[config.mk]
export PLATFORM = sky130hd
export DESIGN_NAME = imem_loader
export DESIGN_NICKNAME = d
export VERILOG_FILES = /design/src/rtl/imem_loader_pkg.sv /design/src/rtl/imem_loader_byte_packer.sv /design/src/rtl/imem_loader.sv
export SDC_FILE = /design/constraint.sdc
export NUM_CORES = 1
export LEC_CHECK = 0
export CAP_MARGIN = 20
export CORE_ASPECT_RATIO = 1.25
export CORE_UTILIZATION = 52
export DETAILED_ROUTE_END_ITERATION = 8
export PLACE_DENSITY = 0.89
export SYNTH_ARGS = -nofsm -noshare
export SYNTH_HDL_FRONTEND = slang
export SYNTH_SLANG_ARGS = --single-unit
[constraint.sdc]
create_clock -name clk -period 2.2 [get_ports clk]
set_input_delay 0.44 -clock clk [delete_from_list [all_inputs] [get_ports clk]]
set_output_delay 0.44 -clock clk [all_outputs]
set_load 0.05 [all_outputs]
[src/rtl/imem_loader_pkg.sv]
// imem_loader_pkg
// Shared types and constants for the boot-time instruction-memory loader.
//   state_e        : loader FSM states
//   BYTES_PER_WORD : bytes packed into one instruction word
//   WORD_W         : instruction word width
package imem_loader_pkg;

  localparam int BYTES_PER_WORD = 4;
  localparam int WORD_W         = 32;

  typedef enum logic [2:0] {
    ST_LOAD  = 3'd0,
    ST_FLUSH = 3'd1,
    ST_WAIT  = 3'd2,
    ST_RUN   = 3'd3,
    ST_ERR   = 3'd4
  } state_e;

endpackage

[src/rtl/imem_loader_byte_packer.sv]
// byte_packer
// Packs accepted image bytes little-endian into 32-bit words.
//   clk, rst_n  : clock, asynchronous active-low reset
//   clear       : synchronous clear of lanes and byte counter (reload)
//   accept      : a byte is transferred this cycle
//   in_byte     : byte being transferred
//   in_last     : transferred byte is the final byte of the image
//   word_valid  : a complete (or zero-padded final) word is due this cycle
//   word        : the word that is due; upper unfilled lanes read as zero
// word_valid/word are combinational from the current accept so the parent
// can register them together with the write address in a single stage.
module byte_packer
  import imem_loader_pkg::*;
(
  input  logic              clk,
  input  logic              rst_n,
  input  logic              clear,
  input  logic              accept,
  input  logic [7:0]        in_byte,
  input  logic              in_last,
  output logic              word_valid,
  output logic [WORD_W-1:0] word
);

  localparam int LANE_W = WORD_W - 8;  // bytes held before the final lane

  logic [LANE_W-1:0] lanes_q, lanes_d;
  logic [1:0]        byte_cnt_q, byte_cnt_d;

  always_comb begin
    lanes_d    = lanes_q;
    byte_cnt_d = byte_cnt_q;
    word_valid = 1'b0;
    // Current byte placed in lane byte_cnt; lanes above it forced to zero
    // so a short final word is padded regardless of lane history.
    case (byte_cnt_q)
      2'd0:    word = {24'h000000, in_byte};
      2'd1:    word = {16'h0000, in_byte, lanes_q[7:0]};
      2'd2:    word = {8'h00, in_byte, lanes_q[15:0]};
      default: word = {in_byte, lanes_q[23:0]};
    endcase

    if (clear) begin
      lanes_d    = '0;
      byte_cnt_d = '0;
    end else if (accept) begin
      if (byte_cnt_q == 2'(BYTES_PER_WORD - 1) || in_last) begin
        word_valid = 1'b1;
        lanes_d    = '0;
        byte_cnt_d = '0;
      end else begin
        lanes_d    = word[LANE_W-1:0];
        byte_cnt_d = byte_cnt_q + 2'd1;
      end
    end
  end

  always_ff @(posedge clk or negedge rst_n) begin
    if (!rst_n) begin
      lanes_q    <= '0;
      byte_cnt_q <= '0;
    end else begin
      lanes_q    <= lanes_d;
      byte_cnt_q <= byte_cnt_d;
    end
  end

endmodule

[src/rtl/imem_loader.sv]
// imem_loader
// Receives a program image as a byte stream, writes it word by word into the
// CPU instruction memory, then releases the CPU via start.
//   clk, rst_n        : clock, asynchronous active-low reset
//   in_valid/in_ready : byte handshake; a byte transfers on a rising edge where
//                       both are high. in_byte/in_last are only meaningful
//                       while in_valid is high; in_valid with in_ready low is
//                       ignored and the byte must be held by the source.
//   in_byte, in_last  : image byte, final-byte marker
//   reload            : one-cycle request to load a new image (RUN only)
//   imem_we/addr/wdata: instruction-memory write port
//   start             : CPU run enable
//   load_done         : image fully written (WAIT and RUN)
//   word_count        : words written by the current load
//   err_overflow      : sticky, image larger than MEM_DEPTH words
// All outputs are registered.
module imem_loader
  import imem_loader_pkg::*;
#(
  parameter int ADDR_W      = 8,
  parameter int MEM_DEPTH   = 256,
  parameter int START_DELAY = 2
) (
  input  logic              clk,
  input  logic              rst_n,
  input  logic              in_valid,
  input  logic [7:0]        in_byte,
  input  logic              in_last,
  output logic              in_ready,
  input  logic              reload,
  output logic              imem_we,
  output logic [ADDR_W-1:0] imem_addr,
  output logic [WORD_W-1:0] imem_wdata,
  output logic              start,
  output logic              load_done,
  output logic [ADDR_W:0]   word_count,
  output logic              err_overflow
);

  localparam int              DLY_W    = (START_DELAY > 1) ? $clog2(START_DELAY) : 1;
  localparam logic [ADDR_W:0] DEPTH_L  = (ADDR_W + 1)'(MEM_DEPTH);
  localparam logic [DLY_W-1:0] DLY_LAST = (START_DELAY > 0) ? DLY_W'(START_DELAY - 1) : '0;

  state_e              state_q, state_d;
  logic [ADDR_W:0]     word_count_q, word_count_d;  // also the write pointer
  logic [DLY_W-1:0]    delay_q, delay_d;
  logic                err_q, err_d;
  logic                imem_we_q, imem_we_d;
  logic [ADDR_W-1:0]   imem_addr_q, imem_addr_d;
  logic [WORD_W-1:0]   imem_wdata_q, imem_wdata_d;
  logic                in_ready_q, start_q, load_done_q;

  logic                accept;
  logic                pack_clear;
  logic                word_valid;
  logic [WORD_W-1:0]   word;

  assign accept = in_valid && in_ready_q;

  byte_packer u_packer (
    .clk        (clk),
    .rst_n      (rst_n),
    .clear      (pack_clear),
    .accept     (accept),
    .in_byte    (in_byte),
    .in_last    (in_last),
    .word_valid (word_valid),
    .word       (word)
  );

  always_comb begin
    state_d      = state_q;
    word_count_d = word_count_q;
    delay_d      = delay_q;
    err_d        = err_q;
    imem_we_d    = 1'b0;
    imem_addr_d  = imem_addr_q;
    imem_wdata_d = imem_wdata_q;
    pack_clear   = 1'b0;

    unique case (state_q)
      ST_LOAD: begin
        if (word_valid) begin
          if (word_count_q == DEPTH_L) begin
            // Memory is full: drop the word and latch the error for good.
            state_d = ST_ERR;
            err_d   = 1'b1;
          end else begin
            imem_we_d    = 1'b1;
            imem_addr_d  = word_count_q[ADDR_W-1:0];
            imem_wdata_d = word;
            word_count_d = word_count_q + 1'b1;
            if (in_last) state_d = ST_FLUSH;
          end
        end
      end
      ST_FLUSH: begin
        // The final write occupies this cycle; a zero delay skips WAIT so
        // start follows the final write by exactly one cycle.
        delay_d = '0;
        state_d = (START_DELAY == 0) ? ST_RUN : ST_WAIT;
      end
      ST_WAIT: begin
        if (delay_q == DLY_LAST) state_d = ST_RUN;
        else                     delay_d = delay_q + 1'b1;
      end
      ST_RUN: begin
        if (reload) begin
          state_d      = ST_LOAD;
          word_count_d = '0;
          pack_clear   = 1'b1;
        end
      end
      default: state_d = ST_ERR;  // ERR is left only through rst_n
    endcase
  end

  always_ff @(posedge clk or negedge rst_n) begin
    if (!rst_n) begin
      state_q      <= ST_LOAD;
      word_count_q <= '0;
      delay_q      <= '0;
      err_q        <= 1'b0;
      imem_we_q    <= 1'b0;
      imem_addr_q  <= '0;
      imem_wdata_q <= '0;
      in_ready_q   <= 1'b0;
      start_q      <= 1'b0;
      load_done_q  <= 1'b0;
    end else begin
      state_q      <= state_d;
      word_count_q <= word_count_d;
      delay_q      <= delay_d;
      err_q        <= err_d;
      imem_we_q    <= imem_we_d;
      imem_addr_q  <= imem_addr_d;
      imem_wdata_q <= imem_wdata_d;
      // Status outputs are decoded from the next state so they line up with
      // the state they describe without a combinational output path.
      in_ready_q   <= (state_d == ST_LOAD);
      start_q      <= (state_d == ST_RUN);
      load_done_q  <= (state_d == ST_WAIT) || (state_d == ST_RUN);
    end
  end

  assign in_ready     = in_ready_q;
  assign imem_we      = imem_we_q;
  assign imem_addr    = imem_addr_q;
  assign imem_wdata   = imem_wdata_q;
  assign start        = start_q;
  assign load_done    = load_done_q;
  assign word_count   = word_count_q;
  assign err_overflow = err_q;

endmodule
==> metrics.log, run 1 <==
[metrics] pin count of the biggest net entering global routing: 52
[metrics] number of setup violations in the final report: 0
[metrics] Highest Clock Rate: 471 MHz
[metrics] clock transition at the registers of the reported paths: 0.08 ns
[metrics] Pwr per Cell Area: 553 nW/um^2
[metrics] distinct cell type count after synthesis: 37
[metrics] unrepaired setup endpoints after global routing: no
[metrics] final count of hold timing violations: 0
[metrics] filler instances: 495
[metrics] Pleak: 2.13 nW
[metrics] slack of the worst reg-to-reg path: 0.09 ns
[metrics] relative contribution of combinational cells to total power: 0.033
[metrics] count of warnings emitted by yosys: 0
[metrics] Die Span X: 77.1 microns
[metrics] Reg-to-Reg End: word_count[7]
[metrics] total placed instance area: 4520 sq um
[metrics] total overflow reported by the global router: 0
[metrics] core footprint: 6690 sq um
[metrics] buffer cell driving the clock tree root: sky130_fd_sc_hd__clkbuf_8
[metrics] top_reg_cell synth: sky130_fd_sc_hd__dfrtp_1
[metrics] DRC marker count from the first detailed-route iteration: 340
[metrics] Clk Latency, worst-skew pair: 0.36 ns
[metrics] number of iterations in the first detailed-routing pass: 4
[metrics] Die Footprint: 7390 sq um
[metrics] crit path cell chain: clkdlybuf4s50_1
[metrics] relative slew slack: 0.654
[metrics] GR Util All Layers: 0.249
[metrics] number of max-cap violations: 0
[metrics] cell family with the largest share of critical-path delay: buffers and inverters
[metrics] element type at the critical path start: register
[metrics] mean cell area of the mapped netlist: 10.6 sq um
[metrics] Worst Max-Slew Pin Slew: 0.517 ns
[metrics] CP Data Arrival Time: 1.68 ns
[metrics] total standard cell area after synthesis: 3660 sq um
[metrics] launch point of the worst path: word_count[3]
[metrics] Final nets: 437
[metrics] Gate Count Post-Synth: 346
[metrics] final count of pins violating max slew: 0
[metrics] share of power burned in registers: 0.595
[metrics] largest fanout of any net on the critical path: 8
[metrics] Clock power frac: 0.372
[metrics] share of total power consumed by net switching: 0.216
[metrics] IO buf count: 66
[metrics] number of buffers inserted for hold repair after clock tree synthesis: 0
[metrics] Residual DRC: 0
[metrics] share of synthesized cell area in and, or, nand and nor gates: 0.100
[metrics] number of nets still failing antenna checks after routing: 0
[metrics] total CTS buffers: 9
[metrics] outcome: finished, final reports clean
[metrics] effective utilization at floorplan: 0.548
[metrics] xor-xnor portion of the synthesized cell area: 0
[metrics] Register-to-Register Path Depth: 4
[metrics] post-layout minimum cycle time: 2.12 ns
[metrics] top library cells by usage in the layout, fill and taps aside: sky130_fd_sc_hd__dfrtp_1, sky130_fd_sc_hd__clkdlybuf4s50_1, sky130_fd_sc_hd__o21ai_0
[metrics] Critical Path Stages: 1
[metrics] internal power: 2.03 mW
[metrics] count of flip-flops with a built-in enable after synthesis: 0
[metrics] post-synthesis compound-gate area fraction: 0.243
[metrics] Worst EP required: 1.76 ns
[metrics] post-synthesis register bit count: 84
[metrics] HPWL reported at the end of detailed placement: 6030 microns
[metrics] DIE HEIGHT: 95.9 microns
[metrics] synthesized net count: 365
[metrics] detailed-route wire length per cell: 17.7 microns
[metrics] slowest cell on the critical path: sky130_fd_sc_hd__clkdlybuf4s50_1
[metrics] PnR worst setup slack: 0.0776 ns
[metrics] drt total wl: 9020 microns
[metrics] peak ir drop on the vdd network: 0.321 mV
[metrics] Reg-to-Reg Start: state_q[1]
[metrics] post-synthesis mux area share: 0.0232
[metrics] most common cell after layout, fill and taps aside: sky130_fd_sc_hd__dfrtp_1
[metrics] post-route design area: 4690 sq um
[metrics] antenna diode count: 0
[metrics] global-route wire length before repair: 14000 microns
[metrics] CP peak stage delay: 0.85 ns
[metrics] Top Ports: 67
[metrics] total via count after detailed routing: 3110
[metrics] routability congestion estimate: 0.885
[metrics] antenna violations before repair: 0
[metrics] fraction of layout cells with a size suffix above 1: 0.109
[metrics] vias per inst: 6.11
[metrics] largest family of logic cells by synthesized area: compound AO/OA/AOI/OAI gates
[metrics] maximum clock skew at final layout: 0.0131 ns
[metrics] post-synthesis to final-layout area growth: 27.9%
[metrics] Adder-Cell Fraction of Synth Area: 0.0205
[metrics] net switching component of the power: 559 uW
[metrics] vias in the first global route: 2978
[metrics] capturing instance or port of the critical path: word_count[3]
[metrics] CP Buf/Inv Count: 1
[metrics] kind of path behind the tightest hold check: primary input to async pin
[metrics] proportion of synthesized flip-flops having asynchronous set or reset: 1.00
[metrics] fraction of the yosys area taken by sequential cells: 0.574
[metrics] dpl ws: -0.103 ns
[metrics] element type at the critical path end: output port
[metrics] final critical-path share of the clock period: 0.965
[metrics] non-filler instance count after layout: 509
[metrics] placement row count: 33
[metrics] TritonCTS clock tree: yes
[metrics] H-tree Lvls: 3
[metrics] placed cell count: 494
[metrics] maximum number of buffers from clock root to sink: 2
[metrics] Clock Sinks: 84
[metrics] Crit Path Class: register to output port
-- sequential cells by signal, indices dropped and copies added, names as in the netlist --
register,flops
imem_wdata,32
u_packer.lanes_q,24
word_count,9
imem_addr,8
state_q,3
u_packer.byte_cnt_q,2
delay_q,1
err_overflow,1
imem_we,1
in_ready,1
load_done,1
start,1
-- cell type report --
type | count | area (sq um) | area share
tap | 87 | 109 | 0.0232
clock buffer | 13 | 159 | 0.0339
clock inverter | 2 | 10.0 | 0.00214
multi-input combinational | 226 | 1420 | 0.303
sequential | 84 | 2100 | 0.448
inverter | 8 | 30.0 | 0.00641
timing repair buffer | 89 | 858 | 0.183
-- per-stage QoR --
step / setup TNS (ns) / hold WS, ns / power, mW / utilization
2_1_floorplan: 0 / 0.144 / 1.58 / -
3_5_place_dp: -0.631 / 0.417 / 1.66 / 0.675
5_1_grt: 0 / 0.0432 / 2.68 / 0.701
3_3_place_gp: -0.121 / 0.413 / 1.66 / 0.675
6_report: 0 / 0.0166 / 2.59 / 0.701
4_1_cts: 0 / 0.0254 / 2.61 / 0.700
-- cells by family after synthesis --
family | Yosys count
mux | 8
simple gates | 68
compound gates | 144
fa+ha+maj | 6
buf+inv | 36
flops | 84
-- power by group through the flow --
| stage | combinational (mW) | sequential [mW] | clock (mW) |
|---|---|---|---|
| global placement | 0.0847 | 1.57 | 0 |
| detailed placement | 0.0861 | 1.57 | 0 |
| CTS | 0.0863 | 1.54 | 0.981 |
| floorplan | 0.00664 | 1.57 | 0 |
| global route | 0.0942 | 1.54 | 1.04 |
| finish | 0.0858 | 1.54 | 0.965 |
-- per-layer routing --
metal / global-route usage / wire [microns] / vias to the layer above
met5: 0 / 0 / -
met4: 0.148 / 300 / 0
met3: 0.0502 / 526 / 29
met2: 0.423 / 4570 / 135
met1: 0.297 / 3630 / 1530
li1: - / - / 1416
-- cells in the mapped netlist (4+ instances only) --
master | instances | area [sq um]
sky130_fd_sc_hd__a21oi_1 | 33 | 165
sky130_fd_sc_hd__a22o_1 | 26 | 228
sky130_fd_sc_hd__a22oi_1 | 17 | 128
sky130_fd_sc_hd__and3_1 | 4 | 25.0
sky130_fd_sc_hd__clkbuf_1 | 23 | 86.3
sky130_fd_sc_hd__dfrtp_1 | 84 | 2100
sky130_fd_sc_hd__ha_1 | 6 | 75.1
sky130_fd_sc_hd__inv_1 | 8 | 30.0
sky130_fd_sc_hd__mux2_2 | 4 | 45.0
sky130_fd_sc_hd__mux2i_1 | 4 | 40.0
sky130_fd_sc_hd__nand2_1 | 23 | 86.3
sky130_fd_sc_hd__nand3_1 | 4 | 20.0
sky130_fd_sc_hd__nor2_1 | 13 | 48.8
sky130_fd_sc_hd__o21ai_0 | 55 | 275
sky130_fd_sc_hd__o31ai_1 | 6 | 45.0
sky130_fd_sc_hd__or4_1 | 5 | 37.5
-- repair_timing --
action                                  in CTS  in global routing
buffers inserted                             0                  0
endpoints found under the setup margin       0                  8
gates resized for setup                      0                  2
-- how the worst min path moves through the flow --
stage / slack [ns] / cells past startpoint / end
floorplan: 0.14 / 0 / delay_q
CTS: 0.03 / 1 / imem_addr[5]
detailed placement: 0.42 / 1 / imem_addr[5]
global route: 0.04 / 1 / imem_addr[5]
finish: 0.02 / 1 / imem_addr[5]
global placement: 0.41 / 1 / imem_addr[5]
No activity file was read; power rests on OpenSTA's default activity.
==> run 2: changes to the inputs <==
--- a/config.mk
+++ b/config.mk
@@ -6,7 +6,7 @@
 export NUM_CORES = 1
 export LEC_CHECK = 0
 export CAP_MARGIN = 20
-export CORE_ASPECT_RATIO = 1.25
+export CORE_MARGIN = 2
 export CORE_UTILIZATION = 52
 export DETAILED_ROUTE_END_ITERATION = 8
 export PLACE_DENSITY = 0.89
==> metrics.log, run 2 (synthesis results as in run 1) <==
[metrics] antenna violations before repair: 0 (unchanged)
[metrics] element type at the critical path start: register
[metrics] Residual DRC: 0 (unchanged)
[metrics] maximum clock skew at final layout: 0.00769 ns (-0.00541 ns)
[metrics] GR Util All Layers: 0.248 (-0.00107)
[metrics] aggregate negative setup slack: 0 ns (unchanged)
[metrics] number of setup violations in the final report: 0 (unchanged)
[metrics] Top Ports: 67 (unchanged)
[metrics] unrepaired setup endpoints after global routing: no
[metrics] vias in the first global route: 2974 (-0.13%)
[metrics] PnR worst setup slack: 0.0510 ns (-0.0266 ns)
[metrics] placement row count: 30 (-9.1%)
[metrics] Worst Max-Slew Pin Slew: 0.584 ns (+0.0664 ns)
[metrics] Clk Latency, worst-skew pair: 0.34 ns (-0.02 ns)
[metrics] routability congestion estimate: 0.832 (-5.9%)
[metrics] global-route wire length before repair: 14800 microns (+5.7%)
[metrics] flip-flop count of the largest register after layout: 32 (unchanged)
[metrics] Crit Path Class: register to output port
[metrics] H-tree Lvls: 3 (unchanged)
[metrics] Final nets: 439 (+0.46%)
[metrics] layer with the highest usage: met2
[metrics] met1 layer usage reported by global route: 0.337 (+0.0398)
[metrics] Power Total: 2.81 mW (+8.4%)
[metrics] slowest cell on the critical path: sky130_fd_sc_hd__clkdlybuf4s50_1
[metrics] final count of pins violating max slew: 0 (unchanged)
[metrics] effective utilization at floorplan: 0.539 (-0.00848)
[metrics] Die Footprint: 7740 sq um (+4.7%)
[metrics] Clock Sinks: 84 (unchanged)
[metrics] non-filler instance count after layout: 521 (+2.4%)
[metrics] total CTS buffers: 9 (unchanged)
[metrics] placed cell count: 505 (+2.2%)
[metrics] top library cells by usage in the layout, fill and taps aside: sky130_fd_sc_hd__dfrtp_1, sky130_fd_sc_hd__clkdlybuf4s50_1, sky130_fd_sc_hd__o21ai_0
[metrics] number of nets still failing antenna checks after routing: 0 (unchanged)
[metrics] Pwr per Cell Area: 589 nW/um^2 (+6.5%)
[metrics] cell family with the largest share of critical-path delay: buffers and inverters
[metrics] relative slew slack: 0.611 (-0.0432)
[metrics] drt total wl: 9340 microns (+3.5%)
[metrics] post-layout minimum cycle time: 2.15 ns (+0.0266 ns)
[metrics] crit path cell chain: clkdlybuf4s50_1
[metrics] Worst EP required: 1.76 ns (about the same)
[metrics] kind of path behind the tightest hold check: primary input to async pin
[metrics] clock transition at the registers of the reported paths: 0.08 ns (about the same)
[metrics] global routing met3 resource utilization: 0.0471 (-0.00311)
[metrics] CP Buf/Inv Count: 1 (unchanged)
[metrics] number of max-cap violations: 0 (unchanged)
[metrics] largest fanout of any net on the critical path: 8 (unchanged)
[metrics] peak ir drop on the vdd network: 0.263 mV (-18%)
[metrics] maximum number of buffers from clock root to sink: 2 (unchanged)
[metrics] outcome: finished, final reports clean
[metrics] TritonCTS clock tree: yes
[metrics] CP peak stage delay: 0.87 ns (+0.02 ns)
[metrics] DRC marker count from the first detailed-route iteration: 223 (-34%)
[metrics] vias per inst: 6.03 (-1.4%)
[metrics] Die Span X: 88.0 microns (+14%)
[metrics] dpl ws: -0.0817 ns (+0.0210 ns)
[metrics] final critical-path share of the clock period: 0.977 (+0.0121)
[metrics] Highest Clock Rate: 465 MHz (-1.2%)
[metrics] detailed-route wire length per cell: 17.9 microns (+1.1%)
[metrics] number of iterations in the first detailed-routing pass: 5 (+1)
[metrics] Pleak: 2.14 nW (+0.66%)
[metrics] met2 Use GR: 0.393 (-0.0301)
[metrics] total overflow reported by the global router: 0 (unchanged)
[metrics] HPWL reported at the end of detailed placement: 6200 microns (+2.9%)
[metrics] antenna diode count: 0 (unchanged)
[metrics] pin count of the biggest net entering global routing: 47 (-9.6%)
[metrics] element type at the critical path end: output port
[metrics] CP Data Arrival Time: 1.71 ns (+0.03 ns)
[metrics] most common cell after layout, fill and taps aside: sky130_fd_sc_hd__dfrtp_1
[metrics] Critical Path Stages: 1 (unchanged)
[metrics] DIE HEIGHT: 88.0 microns (-8.3%)
[metrics] worst hold slack across all endpoints: 0.0931 ns (+0.0765 ns)
[metrics] core footprint: 6790 sq um (+1.6%)
[metrics] Register-to-Register Path Depth: 4 (unchanged)
[metrics] buffer cell driving the clock tree root: sky130_fd_sc_hd__clkbuf_8
[metrics] total via count after detailed routing: 3140 (+0.96%)
[metrics] post-synthesis to final-layout area growth: 30.1%
[metrics] final count of hold timing violations: 0 (unchanged)
[metrics] IO buf count: 66 (unchanged)
[metrics] fraction of layout cells with a size suffix above 1: 0.122 (+0.0133)
[run 2: cell types whose count changed in the layout (fill, tap and decap cells not counted)]
cell,previous run,this run
sky130_fd_sc_hd__bufinv_16,0,1
sky130_fd_sc_hd__dlymetal6s2s_1,1,0
sky130_fd_sc_hd__dfrtp_1,84,83
sky130_fd_sc_hd__clkinv_2,2,1
sky130_fd_sc_hd__dfrtp_2,0,1
sky130_fd_sc_hd__buf_6,0,1
sky130_fd_sc_hd__buf_4,22,23
sky130_fd_sc_hd__clkdlybuf4s50_1,64,65
sky130_fd_sc_hd__clkinvlp_4,0,1
sky130_fd_sc_hd__clkbuf_1,2,0
sky130_fd_sc_hd__clkbuf_8,11,13
[run 2: metrics by stage]
step                       util  cell area [sq um]
after CTS                 0.701               4760
after floorplan               -               3660
after global placement    0.669               4540
after global routing      0.702               4770
after detailed placement  0.669               4540
final                     0.702               4770
[run 2: what timing repair did]
action,in CTS,in global routing
hold buffers,0,0
setup endpoints to repair,0,12
setup buffers,0,0
gates resized for setup,0,3
[run 2: worst reg2reg max path, cell delays in order (launching register included)]
cell and delay [ns]:
sky130_fd_sc_hd__dfrtp_2 0.46, sky130_fd_sc_hd__or2_4 0.29, sky130_fd_sc_hd__or4_4 0.60, sky130_fd_sc_hd__or4_1 0.51, sky130_fd_sc_hd__a21oi_1 0.15
[run 2: area by class of cell]
| cell class | count | area [sq um] |
|---|---|---|
| clock buffer | 13 | 179 |
| timing repair buffer | 91 | 875 |
| multi-input combinational | 226 | 1420 |
| clock inverter | 3 | 42.5 |
| inverter | 8 | 30.0 |
| fill | 475 | 2020 |
| sequential | 84 | 2100 |
| tap | 96 | 120 |
[run 2: report_power, final]
| part | switching [mW] | total [mW] | internal, mW |
|---|---|---|---|
| clock | 0.534 | 1.18 | 0.647 |
| combinational | 0.0573 | 0.0868 | 0.0295 |
| sequential | 0 | 1.54 | 1.54 |
| total | 0.591 | 2.81 | 2.22 |
[run 2: worst paths after layout]
path	start	endpoint	slack, ns
setup / recovery	word_count[3]	word_count[3]	0.05
hold / removal	rst_n	imem_addr[4]	0.09
setup reg to reg	state_q[1]	word_count[3]	0.12
hold reg to reg	err_overflow	err_overflow	0.46
max in group asynchronous	rst_n	imem_wdata[4]	1.48
min in group clk	err_overflow	err_overflow	0.46
[run 2: layer usage]
layer,vias up,routed length [microns]
li1,1421,-
met1,1546,3870
met2,154,4600
met3,19,629
met4,0,230
met5,-,0
==> run 3: changes to the inputs <==
==> constraint.sdc (replaced) <==
create_clock -name clk -period 2 [get_ports clk]
set_input_delay 0.4 -clock clk [delete_from_list [all_inputs] [get_ports clk]]
set_output_delay 0.4 -clock clk [all_outputs]
set_load 0.05 [all_outputs]
==> metrics.log, run 3 (synthesis results as in run 1) <==
[metrics] clock transition at the registers of the reported paths: 0.08 ns (about the same)
[metrics] antenna violations before repair: 0 (unchanged)
[metrics] number of max-cap violations: 0 (unchanged)
[metrics] Clk Latency, worst-skew pair: 0.35 ns (about the same)
[metrics] placed cell count: 515 (+2.0%)
[metrics] Residual DRC: 0 (unchanged)
[metrics] total via count after detailed routing: 3199 (+1.9%)
[metrics] drt total wl: 9660 microns (+3.4%)
[metrics] element type at the critical path start: register
[metrics] placement row count: 30 (unchanged)
[metrics] effective utilization at floorplan: 0.539 (unchanged)
[metrics] Clock Sinks: 84 (unchanged)
[metrics] Pwr per Cell Area: 617 nW/um^2 (+4.7%)
[metrics] antenna diode count: 0 (unchanged)
[metrics] final count of pins violating max slew: 0 (unchanged)
[metrics] kind of path behind the tightest hold check: primary input to async pin
[metrics] fraction of layout cells with a size suffix above 1: 0.177 (+0.0547)
[metrics] non-filler instance count after layout: 531 (+1.9%)
[metrics] maximum clock skew at final layout: 0.00839 ns (+0.000697 ns)
[metrics] buffer cell driving the clock tree root: sky130_fd_sc_hd__clkbuf_8
[metrics] largest fanout of any net on the critical path: 11 (+3)
[metrics] IO buf count: 66 (unchanged)
[metrics] number of nets still failing antenna checks after routing: 0 (unchanged)
[metrics] Top Ports: 67 (unchanged)
[metrics] vias per inst: 6.02 (about the same)
[metrics] post-synthesis to final-layout area growth: 32.5%
[metrics] number of setup violations in the final report: 0 (unchanged)
[metrics] element type at the critical path end: register
[metrics] peak ir drop on the vdd network: 0.347 mV (+32%)
[metrics] unrepaired setup endpoints after global routing: yes
[metrics] pin count of the biggest net entering global routing: 44 (-6.4%)
[metrics] Pleak: 2.24 nW (+4.5%)
[metrics] most common cell after layout, fill and taps aside: sky130_fd_sc_hd__dfrtp_1
[metrics] total CTS buffers: 9 (unchanged)
[metrics] slack of the worst reg-to-reg path: 0.03 ns (-0.09 ns)
[metrics] global-route wire length before repair: 15400 microns (+4.0%)
[metrics] aggregate negative setup slack: 0 ns (unchanged)
[metrics] Die Span X: 88.0 microns (unchanged)
[metrics] outcome: finished, final reports clean
[metrics] DRC marker count from the first detailed-route iteration: 252 (+13%)
[metrics] TritonCTS clock tree: yes
[metrics] Highest Clock Rate: 508 MHz
[metrics] number of buffers inserted for hold repair after clock tree synthesis: 0 (unchanged)
[metrics] Die Footprint: 7740 sq um (unchanged)
[metrics] H-tree Lvls: 3 (unchanged)
[metrics] maximum number of buffers from clock root to sink: 2 (unchanged)
[metrics] final count of hold timing violations: 0 (unchanged)
[metrics] number of iterations in the first detailed-routing pass: 5 (unchanged)
[metrics] post-route design area: 4860 sq um (+1.8%)
[metrics] GR Util All Layers: 0.263 (+0.0151)
[metrics] core footprint: 6790 sq um (unchanged)
[metrics] total overflow reported by the global router: 0 (unchanged)
[metrics] CP Data Arrival Time: 2.25 ns (+0.54 ns)
[metrics] total placed instance area: 4620 sq um (+1.7%)
[metrics] final critical-path share of the clock period: 0.984
[metrics] DIE HEIGHT: 88.0 microns (unchanged)
[metrics] HPWL reported at the end of detailed placement: 6620 microns (+6.7%)
[metrics] relative slew slack: 0.591 (-0.0197)
[metrics] Power Total: 3.00 mW (+6.6%)
[metrics] routability congestion estimate: 0.834 (+0.22%)
[metrics] vias in the first global route: 3109 (+4.5%)
[metrics] detailed-route wire length per cell: 18.2 microns (+1.5%)
[metrics] Worst EP required: 2.28 ns (+0.52 ns)
[metrics] Final nets: 450 (+2.5%)
[metrics] Crit Path Class: register to register
[metrics] top library cells by usage in the layout, fill and taps aside: sky130_fd_sc_hd__dfrtp_1, sky130_fd_sc_hd__o21ai_0, sky130_fd_sc_hd__clkdlybuf4s50_1
[metrics] post-layout minimum cycle time: 1.97 ns
[metrics] flip-flop count of the largest register after layout: 32 (unchanged)
[metrics] Worst Max-Slew Pin Slew: 0.611 ns (+0.0273 ns)
## run 3: cell count changes in the layout (fill, tap and decap cells not counted), moves of 2 or more
cell,before,now
sky130_fd_sc_hd__clkdlybuf4s50_1,65,53
sky130_fd_sc_hd__clkbuf_1,0,2
sky130_fd_sc_hd__buf_4,23,40
sky130_fd_sc_hd__dfrtp_2,1,4
sky130_fd_sc_hd__clkbuf_8,13,11
sky130_fd_sc_hd__nor4b_1,2,0
sky130_fd_sc_hd__dfrtp_1,83,80
sky130_fd_sc_hd__dlygate4sd2_1,0,4
## run 3: timing repair
| action | 4_1_cts | 5_1_grt |
|---|---|---|
| setup endpoints to repair | 15 | 61 |
| gates resized for setup | 5 | 10 |
| hold endpoints to repair | 0 | 0 |
| setup buffers | 0 | 1 |
| pin swaps | 0 | 1 |
| gates cloned | 0 | 0 |
## run 3: layout make-up
class,count,area [sq um]
multi-input cells,226,1460
clock buffers,13,159
inverters,8,30.0
flip-flops and latches,84,2110
clock inverters,2,35.0
well taps,96,120
fillers,458,1940
repair buffers,102,950
## run 3: path summary, 6_finish.rpt
check,cells after the start,end,start
worst max-delay path,5,word_count[7],u_packer.byte_cnt_q[0]
worst min-delay path,1,imem_addr[4],rst_n
worst max register to register,5,word_count[7],u_packer.byte_cnt_q[0]
worst min register to register,1,err_overflow,err_overflow
max in group asynchronous,2,imem_wdata[13],rst_n
min in group clk,1,err_overflow,err_overflow
## run 3: metal layers
metal / up-vias / track usage / part of all wire
met5: - / 0 / 0
met4: 0 / 0.115 / 0.021
met3: 24 / 0.0358 / 0.046
met2: 117 / 0.415 / 0.50
met1: 1611 / 0.368 / 0.43
li1: 1447 / - / -
## run 3: stage by stage
| step | worst slack [ns] | hold slack, ns | util |
|---|---|---|---|
| after detailed placement | -0.248 | 0.417 | 0.680 |
| after global placement | -0.189 | 0.406 | 0.680 |
| final | 0.0318 | 0.0249 | 0.715 |
| after global routing | -0.0125 | 0.0579 | 0.715 |
| after floorplan | 0.000719 | 0.104 | - |
| after CTS | 0.0170 | 0.0405 | 0.708 |
## run 3: power breakdown
group          switching, mW  internal, mW  total (mW)  leakage [nW]
Sequential                 0          1.70        1.70          1.15
Clock                  0.567         0.638        1.20        0.0995
Combinational         0.0637        0.0311      0.0948         0.985
## run 3: worst max-delay path, cell delays in order, from the launching register on
cell                      delay, ns
sky130_fd_sc_hd__dfrtp_1       0.39
sky130_fd_sc_hd__ha_2          0.21
sky130_fd_sc_hd__nor2_1        0.07
sky130_fd_sc_hd__or4_4         0.57
sky130_fd_sc_hd__or4_1         0.51
sky130_fd_sc_hd__a21oi_1       0.16
